**config.mk**
```make
export PLATFORM = sky130hd
export DESIGN_NAME = cndm_gt_apb_seq_flat
export DESIGN_NICKNAME = d
export VERILOG_FILES = /design/src/rtl/cndm_gt_apb_seq_if.sv /design/src/rtl/cndm_gt_apb_seq.sv /design/src/flat_wrapper.sv
export SDC_FILE = /design/constraint.sdc
export NUM_CORES = 1
export LEC_CHECK = 0
export CAP_MARGIN = 20
export CORE_MARGIN = 1
export CORE_UTILIZATION = 40
export CTS_CLUSTER_DIAMETER = 60
export DETAILED_ROUTE_END_ITERATION = 7
export GPL_ROUTABILITY_DRIVEN = 0
export PLACE_DENSITY = 0.74
export SLEW_MARGIN = 20
export SYNTH_ARGS = -nofsm -noshare
export SYNTH_HDL_FRONTEND = slang
export SYNTH_SLANG_ARGS = --single-unit
```
**constraint.sdc**
```tcl
create_clock -name clk -period 2.14 [get_ports clk]
set_clock_uncertainty 0.05 [all_clocks]
set_input_delay 0.214 -clock clk [delete_from_list [all_inputs] [get_ports clk]]
set_output_delay 0.214 -clock clk [all_outputs]
set_load 0.02 [all_outputs]
```
**src/rtl/cndm_gt_apb_seq_if.sv**
```systemverilog
`default_nettype none
// ============================================================================
// Module   : cndm_gt_apb_seq_if
// Purpose  : APB4 bus bundle between the GT register sequencer (master) and
//            the MAC transceiver APB control port (slave).
// Signals  : paddr/psel/penable/pwrite/pwdata/pstrb  driven by the master
//            pready/prdata/pslverr                   driven by the slave
// Revision : 1.0  initial release
// ============================================================================
interface cndm_gt_apb_seq_if #(
  parameter int ADDR_W = 18,
  parameter int DATA_W = 16,
  parameter int STRB_W = DATA_W / 8
);
  logic [ADDR_W-1:0] paddr;
  logic              psel;
  logic              penable;
  logic              pwrite;
  logic [DATA_W-1:0] pwdata;
  logic [STRB_W-1:0] pstrb;
  logic              pready;
  logic [DATA_W-1:0] prdata;
  logic              pslverr;

  modport master (
    output paddr, psel, penable, pwrite, pwdata, pstrb,
    input  pready, prdata, pslverr
  );

  modport slave (
    input  paddr, psel, penable, pwrite, pwdata, pstrb,
    output pready, prdata, pslverr
  );
endinterface
`default_nettype wire

```
**src/rtl/cndm_gt_apb_seq.sv**
```systemverilog
`default_nettype none
// ============================================================================
// Module   : cndm_gt_apb_seq
// Purpose  : Command-driven APB4 master that sequences READ, WRITE and
//            read-modify-write accesses to the 25G MAC/GT transceiver
//            registers. Every APB ACCESS phase is bounded by TIMEOUT cycles
//            and every accepted command returns exactly one response.
// Ports    : clk, rst (async, active-low)
//            cmd_*    command handshake (op, addr, wdata, mask)
//            resp_*   response handshake (rdata, status)
//            m_apb    APB4 master port (cndm_gt_apb_seq_if.master)
// Options  : CNDM_GT_APB_SEQ_VERIFY_EN - readback-verify after every
//            successful write phase; a masked mismatch reports status 3.
// Revision : 1.0  initial release
// ============================================================================
module cndm_gt_apb_seq #(
  parameter int ADDR_W  = 18,
  parameter int DATA_W  = 16,
  parameter int STRB_W  = DATA_W / 8,
  parameter int TIMEOUT = 1024
) (
  input  wire logic              clk,
  input  wire logic              rst,
  input  wire logic              cmd_valid,
  output logic                   cmd_ready,
  input  wire logic [1:0]        cmd_op,
  input  wire logic [ADDR_W-1:0] cmd_addr,
  input  wire logic [DATA_W-1:0] cmd_wdata,
  input  wire logic [DATA_W-1:0] cmd_mask,
  output logic                   resp_valid,
  input  wire logic              resp_ready,
  output logic [DATA_W-1:0]      resp_rdata,
  output logic [1:0]             resp_status,
  cndm_gt_apb_seq_if.master      m_apb
);

  localparam int               CNT_W    = $clog2(TIMEOUT) + 1;
  localparam logic [CNT_W-1:0] CNT_LAST = CNT_W'(TIMEOUT - 1);
  localparam logic [CNT_W-1:0] CNT_MAX  = '1;

  localparam logic [1:0] OP_READ  = 2'd0;
  localparam logic [1:0] OP_WRITE = 2'd1;
  localparam logic [1:0] OP_RMW   = 2'd2;

  localparam logic [1:0] ST_OK      = 2'd0;
  localparam logic [1:0] ST_SLVERR  = 2'd1;
  localparam logic [1:0] ST_TIMEOUT = 2'd2;
  localparam logic [1:0] ST_BAD     = 2'd3;

  typedef enum logic [2:0] {
    S_IDLE       = 3'd0,
    S_RD_SETUP   = 3'd1,
    S_RD_ACCESS  = 3'd2,
    S_WR_SETUP   = 3'd3,
    S_WR_ACCESS  = 3'd4,
`ifdef CNDM_GT_APB_SEQ_VERIFY_EN
    S_VFY_SETUP  = 3'd5,
    S_VFY_ACCESS = 3'd6,
`endif
    S_RESP       = 3'd7
  } state_t;

  state_t            state_q, state_d;
  logic [CNT_W-1:0]  cnt_q, cnt_d;
  logic [1:0]        op_q, op_d;
  logic [DATA_W-1:0] wdata_q, wdata_d;
  logic [DATA_W-1:0] mask_q, mask_d;
  logic [DATA_W-1:0] rd_q, rd_d;          // original read value (READ/RMW)
  logic              cmd_ready_q, cmd_ready_d;
  logic              psel_q, psel_d;
  logic              penable_q, penable_d;
  logic              pwrite_q, pwrite_d;
  logic [ADDR_W-1:0] paddr_q, paddr_d;
  logic [DATA_W-1:0] pwdata_q, pwdata_d;
  logic [STRB_W-1:0] pstrb_q, pstrb_d;
  logic              resp_valid_q, resp_valid_d;
  logic [DATA_W-1:0] resp_rdata_q, resp_rdata_d;
  logic [1:0]        resp_status_q, resp_status_d;

  // Shared "finish the command" request; every path into RESP goes through it.
  logic              fin;
  logic [DATA_W-1:0] fin_rdata;
  logic [1:0]        fin_status;
  logic [CNT_W-1:0]  cnt_inc;
  logic [DATA_W-1:0] merge;
  logic [DATA_W-1:0] keep_rdata;
`ifdef CNDM_GT_APB_SEQ_VERIFY_EN
  logic [DATA_W-1:0] vfy_mask;
`endif

  always_comb begin
    state_d       = state_q;
    cnt_d         = cnt_q;
    op_d          = op_q;
    wdata_d       = wdata_q;
    mask_d        = mask_q;
    rd_d          = rd_q;
    cmd_ready_d   = cmd_ready_q;
    psel_d        = psel_q;
    penable_d     = penable_q;
    pwrite_d      = pwrite_q;
    paddr_d       = paddr_q;
    pwdata_d      = pwdata_q;
    pstrb_d       = pstrb_q;
    resp_valid_d  = resp_valid_q;
    resp_rdata_d  = resp_rdata_q;
    resp_status_d = resp_status_q;
    fin           = 1'b0;
    fin_rdata     = '0;
    fin_status    = ST_OK;
    cnt_inc       = (cnt_q == CNT_MAX) ? cnt_q : cnt_q + 1'b1;
    merge         = (m_apb.prdata & ~mask_q) | (wdata_q & mask_q);
    keep_rdata    = (op_q == OP_RMW) ? rd_q : '0;
`ifdef CNDM_GT_APB_SEQ_VERIFY_EN
    vfy_mask      = (op_q == OP_WRITE) ? {DATA_W{1'b1}} : mask_q;
`endif

    unique case (state_q)
      S_IDLE: begin
        cmd_ready_d = 1'b1;
        if (cmd_valid && cmd_ready_q) begin
          cmd_ready_d = 1'b0;
          op_d        = cmd_op;
          wdata_d     = cmd_wdata;
          mask_d      = cmd_mask;
          rd_d        = '0;
          cnt_d       = '0;
          paddr_d     = cmd_addr;
          if (cmd_op == OP_READ || cmd_op == OP_RMW) begin
            state_d  = S_RD_SETUP;
            psel_d   = 1'b1;
            pwrite_d = 1'b0;
            pwdata_d = '0;
            pstrb_d  = '0;
          end else if (cmd_op == OP_WRITE) begin
            state_d  = S_WR_SETUP;
            psel_d   = 1'b1;
            pwrite_d = 1'b1;
            pwdata_d = cmd_wdata;
            pstrb_d  = '1;
          end else begin
            fin        = 1'b1;
            fin_status = ST_BAD;
          end
        end
      end
      S_RD_SETUP: begin
        penable_d = 1'b1;
        state_d   = S_RD_ACCESS;
      end
      S_RD_ACCESS: begin
        // pready is tested first so a completion on the last cycle wins.
        if (m_apb.pready) begin
          rd_d = m_apb.prdata;
          if (m_apb.pslverr) begin
            fin        = 1'b1;
            fin_rdata  = m_apb.prdata;
            fin_status = ST_SLVERR;
          end else if (op_q == OP_RMW) begin
            // Go straight to the write SETUP: penable drops, psel stays.
            state_d   = S_WR_SETUP;
            penable_d = 1'b0;
            pwrite_d  = 1'b1;
            pwdata_d  = merge;
            pstrb_d   = '1;
            cnt_d     = '0;
          end else begin
            fin       = 1'b1;
            fin_rdata = m_apb.prdata;
          end
        end else if (cnt_q == CNT_LAST) begin
          fin        = 1'b1;
          fin_status = ST_TIMEOUT;
        end else begin
          cnt_d = cnt_inc;
        end
      end
      S_WR_SETUP: begin
        penable_d = 1'b1;
        state_d   = S_WR_ACCESS;
      end
      S_WR_ACCESS: begin
        if (m_apb.pready) begin
          if (m_apb.pslverr) begin
            fin        = 1'b1;
            fin_rdata  = keep_rdata;
            fin_status = ST_SLVERR;
          end else begin
`ifdef CNDM_GT_APB_SEQ_VERIFY_EN
            // pwdata keeps the written value as the readback reference.
            state_d   = S_VFY_SETUP;
            penable_d = 1'b0;
            pwrite_d  = 1'b0;
            pstrb_d   = '0;
            cnt_d     = '0;
`else
            fin       = 1'b1;
            fin_rdata = keep_rdata;
`endif
          end
        end else if (cnt_q == CNT_LAST) begin
          fin        = 1'b1;
          fin_rdata  = keep_rdata;
          fin_status = ST_TIMEOUT;
        end else begin
          cnt_d = cnt_inc;
        end
      end
`ifdef CNDM_GT_APB_SEQ_VERIFY_EN
      S_VFY_SETUP: begin
        penable_d = 1'b1;
        state_d   = S_VFY_ACCESS;
      end
      S_VFY_ACCESS: begin
        if (m_apb.pready) begin
          fin       = 1'b1;
          fin_rdata = keep_rdata;
          if (m_apb.pslverr) begin
            fin_status = ST_SLVERR;
          end else if ((m_apb.prdata & vfy_mask) != (pwdata_q & vfy_mask)) begin
            fin_status = ST_BAD;
          end
        end else if (cnt_q == CNT_LAST) begin
          fin        = 1'b1;
          fin_rdata  = keep_rdata;
          fin_status = ST_TIMEOUT;
        end else begin
          cnt_d = cnt_inc;
        end
      end
`endif
      S_RESP: begin
        if (resp_ready) begin
          state_d       = S_IDLE;
          resp_valid_d  = 1'b0;
          resp_rdata_d  = '0;
          resp_status_d = ST_OK;
          cmd_ready_d   = 1'b1;
        end
      end
      default: begin
        state_d   = S_IDLE;
        psel_d    = 1'b0;
        penable_d = 1'b0;
      end
    endcase

    if (fin) begin
      state_d       = S_RESP;
      psel_d        = 1'b0;
      penable_d     = 1'b0;
      resp_valid_d  = 1'b1;
      resp_rdata_d  = fin_rdata;
      resp_status_d = fin_status;
    end
  end

  always_ff @(posedge clk or negedge rst) begin
    if (!rst) begin
      state_q       <= S_IDLE;
      cnt_q         <= '0;
      op_q          <= '0;
      wdata_q       <= '0;
      mask_q        <= '0;
      rd_q          <= '0;
      cmd_ready_q   <= 1'b0;
      psel_q        <= 1'b0;
      penable_q     <= 1'b0;
      pwrite_q      <= 1'b0;
      paddr_q       <= '0;
      pwdata_q      <= '0;
      pstrb_q       <= '0;
      resp_valid_q  <= 1'b0;
      resp_rdata_q  <= '0;
      resp_status_q <= '0;
    end else begin
      state_q       <= state_d;
      cnt_q         <= cnt_d;
      op_q          <= op_d;
      wdata_q       <= wdata_d;
      mask_q        <= mask_d;
      rd_q          <= rd_d;
      cmd_ready_q   <= cmd_ready_d;
      psel_q        <= psel_d;
      penable_q     <= penable_d;
      pwrite_q      <= pwrite_d;
      paddr_q       <= paddr_d;
      pwdata_q      <= pwdata_d;
      pstrb_q       <= pstrb_d;
      resp_valid_q  <= resp_valid_d;
      resp_rdata_q  <= resp_rdata_d;
      resp_status_q <= resp_status_d;
    end
  end

  assign cmd_ready     = cmd_ready_q;
  assign resp_valid    = resp_valid_q;
  assign resp_rdata    = resp_rdata_q;
  assign resp_status   = resp_status_q;
  assign m_apb.paddr   = paddr_q;
  assign m_apb.psel    = psel_q;
  assign m_apb.penable = penable_q;
  assign m_apb.pwrite  = pwrite_q;
  assign m_apb.pwdata  = pwdata_q;
  assign m_apb.pstrb   = pstrb_q;

endmodule
`default_nettype wire

```
**src/flat_wrapper.sv**
```systemverilog
// flat-port wrapper written by rule: the top's interface ports become plain ports
module cndm_gt_apb_seq_flat 
#(
  parameter int ADDR_W  = 18,
  parameter int DATA_W  = 16,
  parameter int STRB_W  = DATA_W / 8,
  parameter int TIMEOUT = 1024
)
  (clk, rst, cmd_valid, cmd_ready, cmd_op, cmd_addr, cmd_wdata, cmd_mask, resp_valid, resp_ready, resp_rdata, resp_status, m_apb_paddr, m_apb_psel, m_apb_penable, m_apb_pwrite, m_apb_pwdata, m_apb_pstrb, m_apb_pready, m_apb_prdata, m_apb_pslverr);
  cndm_gt_apb_seq_if #(.ADDR_W(ADDR_W), .DATA_W(DATA_W), .STRB_W(STRB_W)) m_apb_i ();
  input  wire logic clk;
  input  wire logic rst;
  input  wire logic cmd_valid;
  output logic cmd_ready;
  input  wire logic [1:0] cmd_op;
  input  wire logic [ADDR_W-1:0] cmd_addr;
  input  wire logic [DATA_W-1:0] cmd_wdata;
  input  wire logic [DATA_W-1:0] cmd_mask;
  output logic resp_valid;
  input  wire logic resp_ready;
  output logic [DATA_W-1:0] resp_rdata;
  output logic [1:0] resp_status;
  output wire logic [$bits(m_apb_i.paddr)-1:0] m_apb_paddr;
  output wire logic [$bits(m_apb_i.psel)-1:0] m_apb_psel;
  output wire logic [$bits(m_apb_i.penable)-1:0] m_apb_penable;
  output wire logic [$bits(m_apb_i.pwrite)-1:0] m_apb_pwrite;
  output wire logic [$bits(m_apb_i.pwdata)-1:0] m_apb_pwdata;
  output wire logic [$bits(m_apb_i.pstrb)-1:0] m_apb_pstrb;
  input wire logic [$bits(m_apb_i.pready)-1:0] m_apb_pready;
  input wire logic [$bits(m_apb_i.prdata)-1:0] m_apb_prdata;
  input wire logic [$bits(m_apb_i.pslverr)-1:0] m_apb_pslverr;
  assign m_apb_paddr = m_apb_i.paddr;
  assign m_apb_psel = m_apb_i.psel;
  assign m_apb_penable = m_apb_i.penable;
  assign m_apb_pwrite = m_apb_i.pwrite;
  assign m_apb_pwdata = m_apb_i.pwdata;
  assign m_apb_pstrb = m_apb_i.pstrb;
  assign m_apb_i.pready = m_apb_pready;
  assign m_apb_i.prdata = m_apb_prdata;
  assign m_apb_i.pslverr = m_apb_pslverr;
  cndm_gt_apb_seq #(.ADDR_W(ADDR_W), .DATA_W(DATA_W), .STRB_W(STRB_W), .TIMEOUT(TIMEOUT)) u_core (.clk(clk), .rst(rst), .cmd_valid(cmd_valid), .cmd_ready(cmd_ready), .cmd_op(cmd_op), .cmd_addr(cmd_addr), .cmd_wdata(cmd_wdata), .cmd_mask(cmd_mask), .resp_valid(resp_valid), .resp_ready(resp_ready), .resp_rdata(resp_rdata), .resp_status(resp_status), .m_apb(m_apb_i));
endmodule
```
# == Word level (Yosys, flattened, before mapping) ==
# Index checks and enable logic that the tools add are counted.
# word_totals
input_bits,74
register_bits,123
output_inout_bits,59
# classes
add_sub_neg,1
n_mux,85
reduce_logical,22
bitwise_logic,4
n_eq_ne,28
# op_table
cell,n
2-to-1 mux 16 bit,17
case mux 16 bit (2 select lines),3
2-to-1 mux 11 bit,7
case mux 11 bit (3 select lines),1
AND 16 bit,2
2-to-1 mux 2 bit,14
2-to-1 mux 1 bit,27
2-to-1 mux 3 bit,8
case mux 3 bit (6 select lines),1
NOT 16 bit,1
OR 16 bit,1
"!= test 3 x 2 -> 1 bit, second input constant",4
"adder 11 x 1 -> 11 bit, second input constant",1
"equality test 11 x 10 -> 1 bit, second input constant",1
"equality test 11 bit, second input constant",1
"!= test 2 x 1 -> 1 bit, second input constant",5
"!= test 3 x 1 -> 1 bit, second input constant",3
"!= test 2 bit, second input constant",4
case mux 2 bit (2 select lines),2
nonzero test 2 bit,4
AND reduction 7 bit,1
"equality test 3 x 2 -> 1 bit, second input constant",2
"equality test 3 bit, second input constant",2
case mux 1 bit (2 select lines),3
other kinds (19),25

# == Logic depth before layout (Yosys ltp) ==
# logic_depth
ltp_word,7
mapped_depth,8
ltp_nobuf,6

# == Worst setup path before layout ==
# Ideal clock, no wire load.
# synth_path
path_type,register to register
start,register u_core.cnt_q[0]
end,register u_core.cnt_q[7]
stages_incl_launch_ff,8
setup_time_ns,0.078
required_ns,2.012
arrival_time_ns,1.914
setup_slack_ns,0.099
cell_sequence,dfrtp_1 > ha_1 > nand3_1 > nor3_1 > or3_1 > clkbuf_2 > or4_1 > a21oi_1
# synth_between
elab_chain_cells,5
word_cells_on_any_way,8
cone_classes,1 x add/sub; 2 x eq/ne; 5 x mux
# synth_lines
item,line_no,text
from (decl),cndm_gt_apb_seq.sv:64,"logic [CNT_W-1:0] cnt_q, cnt_d;"
from (signal assigned),cndm_gt_apb_seq.sv:278,cnt_q <= cnt_d;
adder 11 x 1 -> 11 bit or equality test 11 bit (tied branches),cndm_gt_apb_seq.sv:111,cnt_inc = (cnt_q == CNT_MAX) ? cnt_q : cnt_q + 1'b1;
2-to-1 mux 11 bit,cndm_gt_apb_seq.sv:111,
2-to-1 mux 11 bit *,"cndm_gt_apb_seq.sv:171, cndm_gt_apb_seq.sv:201",
"2-to-1 mux 11 bit, on equally long branches","cndm_gt_apb_seq.sv:183, cndm_gt_apb_seq.sv:153",
case mux 11 bit (3 select lines) *,cndm_gt_apb_seq.sv:118,unique case (state_q)
# Every way passes the cells marked *; elsewhere a longest branch is shown, timed or not. The select of a mux whose other input is x is not followed.
# A chain may end at the register's enable or synchronous reset.

# == Worst setup path in the final report ==
# layout_path
start,register u_core.state_q[1]
end,register u_core.cnt_q[7]
# layout_between
elab_chain_cells,3
word_cells_on_any_way,10
cone_classes,6 x eq/ne; 1 x mux; 3 x reduce/logical
# layout_lines
item,line_no,text
from (decl),cndm_gt_apb_seq.sv:63,"state_t state_q, state_d;"
from (signal assigned),cndm_gt_apb_seq.sv:277,state_q <= state_d;
equality test 3 x 2 -> 1 bit (tied with other cells),cndm_gt_apb_seq.sv:118,
!= test 3 x 2 -> 1 bit (no line) (tied with other cells),-,
AND reduction 5 bit (no line),-,
# Parallel ways exist; a longest one is shown, timed or not.

==> impl.org <==
** CTS
- CTS built an H-tree with a depth of 4.
- Clk Latency, worst-skew pair :: 0.42 ns
- Number of clock buffers inserted by TritonCTS :: 17
- The clock passes through at most 2 buffers.
- Clock sink total :: 121
- The tree is rooted in a clkbuf_16.
- TritonCTS clock tree :: done
- Clock Pin Slew Worst Setup and Hold Paths :: 0.06 ns

** Job
- Maximum Capacitance Violations :: 0

** Yosys
- Post-Syn Area :: 5433 um2
- Number of enable-type register cells in the synthesized netlist :: 0
- Post-Synthesis Mean Instance Area :: 9.146 um2
- When the netlist entered floorplanning its net count stood at 669.
- Sequential element share of the synthesized area :: 0.5573
- Of all flip-flops after synthesis, the portion carrying an async set or reset was 1.000.
- Synthesis Warnings :: 0
- Among all flip-flop cells after synthesis, the most frequent one is dfrtp_1.
- Number of distinct library cells after synthesis :: 52
- The synthesized design contains 121 register bits.
- Synthesis produced a netlist whose cell count is 594.

** Timing
- Max Fclk :: 0.4851 GHz
- Counting I/O delays and the setup requirement, the final critical path takes 2.061 ns.
- The final-report max-slew violation count is 0.
- Dividing the final minimum period by the clock period gives 0.9633.
- Final hold vios :: 0
- Across all hold checks on the routed design, the worst slack comes to 0.2669 ns.
- Final worst setup slack :: 0.07855 ns
- Transition time of the tightest slew-check pin :: 0.7733 ns
- Worst slew margin relative to its limit :: 0.4845
- Final-report setup violation count :: 0
- Setup repair after global routing missed its margin :: false

** Final layout
- Measured on the finished design, the core utilization comes to 0.5895.
- Share of cells above drive strength 1 :: 0.1139
- Relative to the synthesized area, the layout overhead comes to 43.69%.
- Final layout net count :: 820

** Global routing
- Via count of the first global-routing pass :: 4,897
- Maximum number of pins on one net before global-route repair :: 55
- The first global-routing pass estimated 24.31 mm of wire.
- Number of antenna violations at the first check in global routing :: 1
- In the global route stage, overall resource usage came out at 0.2229.
- Global routing finished with a remaining overflow of 0.

** Detailed routing
- Routed vias :: 4,835
- Final ANT Viol Nets :: 0
- After detailed routing, the number of remaining DRC violations is 0.
- Wires add up to 15.03 mm.
- Drt via density :: 5.188
- The detailed router finished its first iteration with 349 violations.
- Routed length per instance :: 16.13 um
- The pre-antenna-repair detailed-routing pass consisted of 4 iterations.

** Floorplanning
- For this configuration, the core starts out at a cell density of 0.4102.
- Count of standard-cell rows :: 42
- From left edge to right edge, the die measures 118.5 um.
- The die covers 14,050 um2.
- Core box area :: 13,240 um2
- Num ports :: 133
- Chip height :: 118.5 um

** Pwr
- Leakage Power :: 3.646 nW
- The worst-case IR drop observed on VDD is 754.0 uV.
- Summing internal, switching and leakage power gives 11.67 mW.
- For this design the ratio of total power to cell area is 1495 nW/um2.

** Placed design
- Prior to clock tree synthesis, the placed netlist has a worst setup slack of -0.3654 ns.
- Count of buffers inserted at the top-level ports :: 132
- Final HPWL DP :: 10.30 mm

** Outcome
- The flow ran to the end, and the final reports show no timing, DRC or antenna violations.

** Worst setup path
- Slack of the worst reg-to-reg path :: 0.08 ns
- The worst register-to-register path begins at u_core.state_q[1].
- The worst setup path is captured at a flip-flop.
- The critical path in this run is classified as reg2reg.
- Number of cells on the worst reg-to-reg path :: 5
- Of all nets on the critical path, the largest fanout is 10.
- In this run the critical register-to-register path is captured at u_core.cnt_q[7].
- STA classifies the critical path startpoint as a flip-flop.
- At the worst endpoint, the required time is 2.43 ns.
- Data arrives at the worst endpoint at 2.35 ns.

** Hold path
- The tightest min-delay check is of the in2async type.
-- cell families after synthesis --
family / after synthesis / share of synthesized area
and+or+nand+nor: 287 / 0.2167
DFF: 121 / 0.5573
AOI/OAI and AO/OA: 118 / 0.1488
buffers and inverters: 45 / 0.03500
muxes: 18 / 0.03339
xor gates and xnor gates: 4 / 0.006450
adders and majority gates: 1 / 0.002303
-- Yosys cell counts (all sizes together) (4+ instances only) --
cell | number | area share
dfrtp | 121 | 0.56
clkbuf | 24 | 0.017
mux2i | 17 | 0.031
a21o | 16 | 0.022
inv | 9 | 0.0062
or3 | 5 | 0.0058
nand2 | 206 | 0.14
nor2 | 44 | 0.030
o41ai | 4 | 0.0078
buf | 12 | 0.012
a21oi | 24 | 0.022
a22o | 16 | 0.026
nor3 | 11 | 0.010
o21ai | 23 | 0.021
a31oi | 16 | 0.018
-- sequential cells by signal, indices dropped and copies added (netlist names), 2 cells and up --
register             count
u_core.m_apb.paddr      18
u_core.mask_q           16
u_core.m_apb.pwdata     16
u_core.resp_rdata       16
u_core.state_q           3
u_core.cnt_q            11
u_core.wdata_q          16
u_core.resp_status       2
u_core.rd_q             16
u_core.op_q              2
-- worst max-delay path, stage by stage, from the launching register on --
cell and delay (ns):
dfrtp_1 0.47, nand2b_1 0.24, o21a_1 0.16, or3_1 0.41, or4_1 0.51, a21oi_2 0.16
-- per-layer routing --
layer,track usage,part of all wire,up-vias
li1,-,-,2313
met1,0.2828,0.45,2363
met2,0.3527,0.47,138
met3,0.06467,0.059,21
met4,0.09968,0.017,0
met5,0,0,-
-- how the worst max path moves through the flow --
stage | from | to | slack (ns) | cells after the start
6_report | u_core.state_q[1] | u_core.cnt_q[7] | 0.08 | 5
2_1_floorplan | u_core.cnt_q[0] | u_core.cnt_q[7] | 0.1 | 7
5_1_grt | u_core.state_q[1] | u_core.resp_rdata[12] | 0.02 | 4
4_1_cts | u_core.state_q[2] | u_core.cnt_q[5] | 0.02 | 6
3_5_place_dp | m_apb_pslverr | u_core.resp_rdata[10] | -0.37 | 5
3_3_place_gp | m_apb_pslverr | u_core.resp_rdata[8] | -0.24 | 5
-- cell usage in the layout, fill, tap and decap left out, types with 4 or more instances in the layout --
master,instances
nand2_1,206
nor2_1,43
buf_4,31
dfrtp_1,120
a21oi_1,22
clkbuf_16,17
or3_1,4
a31oi_1,16
a21o_1,16
buf_12,4
clkdlybuf4s50_1,131
o21ai_0,23
nor3_1,8
a22o_1,16
mux2i_1,17
inv_1,8
-- where the power goes --
group | leakage (nW) | switching, mW | internal (mW)
clock | 0.273 | 0.984 | 1.78
combinational | 1.84 | 2.70 | 2.25
sequential | 1.53 | 0.654 | 3.31
total | 3.65 | 4.34 | 7.33
-- metrics by stage --
stage | instance area [um2] | setup TNS [ns] | std cells
CTS | 7759 | 0 | 929
global placement | 7146 | -5.345 | 899
global route | 7806 | 0 | 932
floorplan | 5433 | 0 | 594
finish | 7806 | 0 | 932
detailed placement | 7146 | -9.374 | 899
-- cell type report --
type | count | area [um2]
Multi-Input combinational cell | 428 | 2307
Inverter | 9 | 33.78
Tap cell | 176 | 220.2
Timing Repair Buffer | 168 | 1645
Antenna cell | 1 | 2.502
Sequential cell | 121 | 3029
Clock buffer | 21 | 470.5
Fill cell | 1122 | 5436
Clock inverter | 8 | 97.59
-- what timing repair did --
action	4_1_cts	5_1_grt
gates resized for setup	6	8
setup endpoints to repair	23	22
hold buffers	1	0
setup buffers	0	2
cloned	0	0
pin swaps	0	0
endpoints found under the hold margin	34	0
Note: power is estimated with default switching activity, not from simulation.
